===== config.mk =====
export PLATFORM = sky130hd
export DESIGN_NAME = countdown_sec_bcd
export DESIGN_NICKNAME = d
export VERILOG_FILES = /design/src/rtl/countdown_sec_bcd.sv
export SDC_FILE = /design/constraint.sdc
export NUM_CORES = 1
export LEC_CHECK = 0
export CAP_MARGIN = 20
export CORE_MARGIN = 1
export CORE_UTILIZATION = 25
export CTS_CLUSTER_SIZE = 10
export DETAILED_ROUTE_END_ITERATION = 6
export SYNTH_ARGS = -nofsm -noshare
export SYNTH_HDL_FRONTEND = slang
export SYNTH_SLANG_ARGS = --single-unit

===== constraint.sdc =====
create_clock -name clk -period 2.5 [get_ports clk]
set_input_delay 0.25 -clock clk [delete_from_list [all_inputs] [get_ports clk]]
set_output_delay 0.25 -clock clk [all_outputs]
set_load 0.1 [all_outputs]

===== src/rtl/countdown_sec_bcd.sv =====
// countdown_sec_bcd: two-digit BCD seconds countdown driven by a one-second tick
module countdown_sec_bcd #(
    parameter logic [3:0] DEFAULT_TENS = 4'd3,
    parameter logic [3:0] DEFAULT_ONES = 4'd0
) (
    input  logic       clk,
    input  logic       rst,
    input  logic       load,
    input  logic [3:0] load_tens,
    input  logic [3:0] load_ones,
    input  logic       start,
    input  logic       pause,
    input  logic       tick,
    output logic       timer_en,
    output logic [3:0] tens,
    output logic [3:0] ones,
    output logic       running,
    output logic       done,
    output logic       timeout
);

    typedef enum logic [1:0] {IDLE, RUN, PAUSED, EXPIRED} state_t;

    localparam logic [3:0] RST_TENS = (DEFAULT_TENS > 4'd9) ? 4'd9 : DEFAULT_TENS;
    localparam logic [3:0] RST_ONES = (DEFAULT_ONES > 4'd9) ? 4'd9 : DEFAULT_ONES;

    state_t     state, state_n;
    logic [3:0] tens_n, ones_n, dec_tens, dec_ones;
    logic       timeout_n, dec_zero;

    function automatic logic [3:0] clamp(input logic [3:0] d);
        return (d > 4'd9) ? 4'd9 : d;
    endfunction

    assign dec_tens = (ones == 4'd0) ? tens - 4'd1 : tens;
    assign dec_ones = (ones == 4'd0) ? 4'd9 : ones - 4'd1;
    assign dec_zero = (dec_tens == 4'd0) && (dec_ones == 4'd0);

    // next-state and next-digit logic; load outranks everything outside RUN
    always_comb begin
        state_n   = state;
        tens_n    = tens;
        ones_n    = ones;
        timeout_n = 1'b0;
        if (load && state != RUN) begin
            state_n = IDLE;
            tens_n  = clamp(load_tens);
            ones_n  = clamp(load_ones);
        end else begin
            case (state)
                IDLE: if (start) begin
                    if (tens == 4'd0 && ones == 4'd0) begin
                        state_n   = EXPIRED;
                        timeout_n = 1'b1;
                    end else begin
                        state_n = RUN;
                    end
                end
                RUN: begin
                    if (tick) begin
                        tens_n = dec_tens;
                        ones_n = dec_ones;
                    end
                    if (tick && dec_zero) begin
                        state_n   = EXPIRED;
                        timeout_n = 1'b1;
                    end else if (pause) begin
                        state_n = PAUSED;
                    end
                end
                PAUSED: if (start) state_n = RUN;
                EXPIRED: begin
                    tens_n = 4'd0;
                    ones_n = 4'd0;
                end
                default: state_n = IDLE;
            endcase
        end
    end

    // state, digits and decoded outputs all registered from next-state values
    always_ff @(posedge clk or negedge rst) begin
        if (!rst) begin
            state    <= IDLE;
            tens     <= RST_TENS;
            ones     <= RST_ONES;
            timer_en <= 1'b0;
            running  <= 1'b0;
            done     <= 1'b0;
            timeout  <= 1'b0;
        end else begin
            state    <= state_n;
            tens     <= tens_n;
            ones     <= ones_n;
            timer_en <= (state_n == RUN);
            running  <= (state_n == RUN);
            done     <= (state_n == EXPIRED);
            timeout  <= timeout_n;
        end
    end

endmodule


==> impl_metrics.xml <==
<?xml version="1.0" encoding="UTF-8"?>
<metrics>
  <group name="clock_tree">
    <metric name="post_cts_resize_count" unit="">0</metric>
    <metric name="tritoncts" unit="">built</metric>
    <metric name="clkSinkCount" unit="">13</metric>
    <metric name="clockBufferDepth" unit="">2</metric>
    <metric name="root_buffer" unit="">clkbuf_4</metric>
    <metric name="postCtsSetupRepairBufs" unit="">0</metric>
    <metric name="clock_insertion_delay_at_the_later_pin_of_the_skew_report" unit="ns">0.29</metric>
    <metric name="post_cts_hold_buffer_count" unit="">0</metric>
    <metric name="cts.reportedPaths.clkPinSlew" unit="ns">0.10</metric>
    <metric name="clock_tree.htree_level_count" unit="">1</metric>
    <metric name="number_of_buffers_created_by_cts" unit="">3</metric>
  </group>
  <group name="global_routing">
    <metric name="grtUsageMet1" unit="%">18.5</metric>
    <metric name="groute.layer.met2.usage" unit="%">20.4</metric>
    <metric name="global_route_wire_length_before_repair" unit="mm">3.63</metric>
    <metric name="grt_overflow" unit="">0</metric>
    <metric name="grt_antenna_before_repair" unit="">0</metric>
    <metric name="globalRoute.busiestLayer" unit="">met2</metric>
    <metric name="grt_max_degree" unit="">14</metric>
    <metric name="grt_usage" unit="%">13.6</metric>
    <metric name="groute.layer.met3.usage" unit="%">2.35</metric>
    <metric name="grt_pass1_vias" unit="">746</metric>
  </group>
  <group name="layout">
    <metric name="antennaDiodeCount" unit="">0</metric>
    <metric name="num-nets-final" unit="">136</metric>
    <metric name="fraction_of_layout_cells_with_a_size_suffix_above_1" unit="%">21.8</metric>
    <metric name="commonest_non_fill_non_tap_cells_in_the_layout" unit="">clkdlybuf4s50_1, buf_4, dfrtp_1</metric>
    <metric name="mostFrequentLayoutCell" unit="">clkdlybuf4s50_1</metric>
    <metric name="syn_to_final_growth" unit="%">32.7</metric>
    <metric name="fillers" unit="">336</metric>
    <metric name="seq_area" unit="µm²">328</metric>
    <metric name="combined_area_of_the_multi_input_logic_cells" unit="µm²">494</metric>
  </group>
  <group name="route">
    <metric name="detailed_route_wire_length_per_cell" unit="µm">13.4</metric>
    <metric name="route.detailed.vias_per_inst" unit="">5.01</metric>
    <metric name="routed-via-count" unit="">817</metric>
    <metric name="route.antenna.remaining_nets" unit="">0</metric>
    <metric name="total_wirelength_of_the_detailed_routed_design" unit="mm">2.19</metric>
    <metric name="drt_first_iter_violations" unit="">21</metric>
    <metric name="first_pass_iters" unit="">4</metric>
    <metric name="drc_errors" unit="">0</metric>
  </group>
  <group name="floorplanning">
    <metric name="placeableCoreArea" unit="µm²">3150</metric>
    <metric name="die_y" unit="µm">60.6</metric>
    <metric name="die-width" unit="µm">60.6</metric>
    <metric name="ioPinCount" unit="">26</metric>
    <metric name="initial_core_util" unit="%">27.2</metric>
    <metric name="rows" unit="">20</metric>
    <metric name="fp.dieArea" unit="µm²">3670</metric>
  </group>
  <group name="synthesis">
    <metric name="syn-instance-count" unit="">94</metric>
    <metric name="synth_seq_area_share" unit="%">38.2</metric>
    <metric name="synth_edf_count" unit="">0</metric>
    <metric name="synth_async_reset_ratio" unit="%">100</metric>
    <metric name="yosys_most_used_dff" unit="">dfrtp_1</metric>
    <metric name="area_contributors_post_synth" unit="">dfrtp_1, dfstp_2, o21ai_0</metric>
    <metric name="post-synth-top-area-fraction" unit="%">32.1</metric>
    <metric name="synth.avg_cell_area" unit="µm²">9.13</metric>
    <metric name="synthesis.yosys.warnings" unit="">0</metric>
    <metric name="mappedNetlistArea" unit="µm²">858</metric>
    <metric name="synth_top_area_cell" unit="">dfrtp_1</metric>
    <metric name="ys_ff_latch" unit="">13</metric>
    <metric name="post_synth_num_cell_types" unit="">38</metric>
    <metric name="mapped_nets" unit="">110</metric>
  </group>
  <group name="min_path">
    <metric name="hold_path.class" unit="">input port to async pin</metric>
  </group>
  <group name="sta">
    <metric name="setup-violations-final" unit="">0</metric>
    <metric name="finalHoldViolCount" unit="">0</metric>
    <metric name="max_slew_margin" unit="%">55.2</metric>
    <metric name="worst_slew_pin_slew" unit="ns">0.673</metric>
    <metric name="post-route-period-util" unit="%">73.5</metric>
    <metric name="timing.final.crit_period" unit="ns">1.84</metric>
    <metric name="finalClockSkew" unit="ns">0.0217</metric>
    <metric name="achievable-frequency" unit="GHz">0.544</metric>
    <metric name="unrepaired_setup_endpoints_after_global_routing" unit="">no</metric>
    <metric name="setup-tns-final" unit="ns">0</metric>
    <metric name="drv_slew" unit="">0</metric>
  </group>
  <group name="critical_path">
    <metric name="endpoint_kind" unit="">flop</metric>
    <metric name="crit_path_end" unit="">running</metric>
    <metric name="crit-reg2reg-launch" unit="">ones[3]</metric>
    <metric name="cp.required" unit="ns">2.67</metric>
    <metric name="arrival" unit="ns">2.01</metric>
    <metric name="cp-start-kind" unit="">flop</metric>
    <metric name="cp_max_fo" unit="">9</metric>
    <metric name="worstSetupStartpoint" unit="">ones[3]</metric>
    <metric name="r2r-end" unit="">running</metric>
    <metric name="reg2reg_depth" unit="">4</metric>
    <metric name="r2r_slack" unit="ns">0.66</metric>
    <metric name="setup.worst_path.class" unit="">flop to flop</metric>
  </group>
  <group name="run">
    <metric name="maxCapViolCount" unit="">0</metric>
  </group>
  <group name="run_status">
    <metric name="outcome" unit="">completed</metric>
  </group>
  <group name="placed_design">
    <metric name="port_buffers" unit="">25</metric>
    <metric name="replace_congestion" unit="">0.847</metric>
    <metric name="dp.final_hpwl" unit="mm">1.64</metric>
  </group>
</metrics>
==> registers in the layout, indices dropped and copies added (netlist names) <==
name,count
running,1
timeout,1
tens,4
ones,4
state,2
done,1
==> critical path, stage by stage (launching register included) <==
cell and delay, ns:
dfrtp_1 0.48, nor4_4 0.55, mux2i_1 0.33, nand3_2 0.15
and3b_1 0.20
==> routing by layer <==
layer / share of wire [%] / vias up
met5: 0 / -
li1: - / 398
met1: 47 / 389
met3: 5.8 / 4
met2: 45 / 26
met4: 2.0 / 0
==> synth_stat cells (3+ instances only) <==
cell      n
a21oi_1   6
dfrtp_1  11
inv_1     4
nand2_1   8
nor2_1    7
nor3_1    4
o21a_1    3
o21ai_0   9
o22ai_1   3
==> cell families (layout without fill, tap and decap cells) <==
| group | after synthesis | after routing | share of synthesized area (%) |
|---|---|---|---|
| compound gates | 32 | 32 | 24.6 |
| mux | 3 | 3 | 3.64 |
| fa+ha+maj | 2 | 2 | 2.91 |
| buf+inv | 8 | 33 | 4.23 |
| simple gates | 36 | 36 | 26.4 |
| flops | 13 | 13 | 38.2 |
==> worst min path at each step <==
stage	cells past startpoint	startpoint	end	slack, ns
after detailed placement	1	tens[1]	tens[1]	0.57
after global placement	1	tens[1]	tens[1]	0.58
after floorplan	0	rst	done	-0.05
final	1	rst	ones[2]	0.32
after global routing	1	rst	ones[2]	0.38
after CTS	1	rst	ones[2]	0.35
==> per-stage QoR <==
step                      utilization [%]  hold WS, ns  cells  setup slack [ns]  instance area, µm²
after CTS                            36.1        0.352    163             0.675                1140
after global placement               35.3        0.580    159             0.679                1110
after floorplan                         -      -0.0456     94             0.356                 858
after detailed placement             35.3        0.574    159             0.666                1110
final                                36.1        0.321    163             0.662                1140
after global routing                 36.1        0.375    163             0.552                1140
==> area by class of cell <==
| cell class | count | share of cell area, % |
|---|---|---|
| Clock buffer | 4 | 2.31 |
| Tap cell | 44 | 4.84 |
| Timing Repair Buffer | 25 | 19.3 |
| Sequential cell | 13 | 28.8 |
| Multi-Input combinational cell | 73 | 43.4 |
| Inverter | 4 | 1.32 |
Power is not shown: default switching activity piles up to over one toggle a cycle in this logic, so the estimate is an artifact.
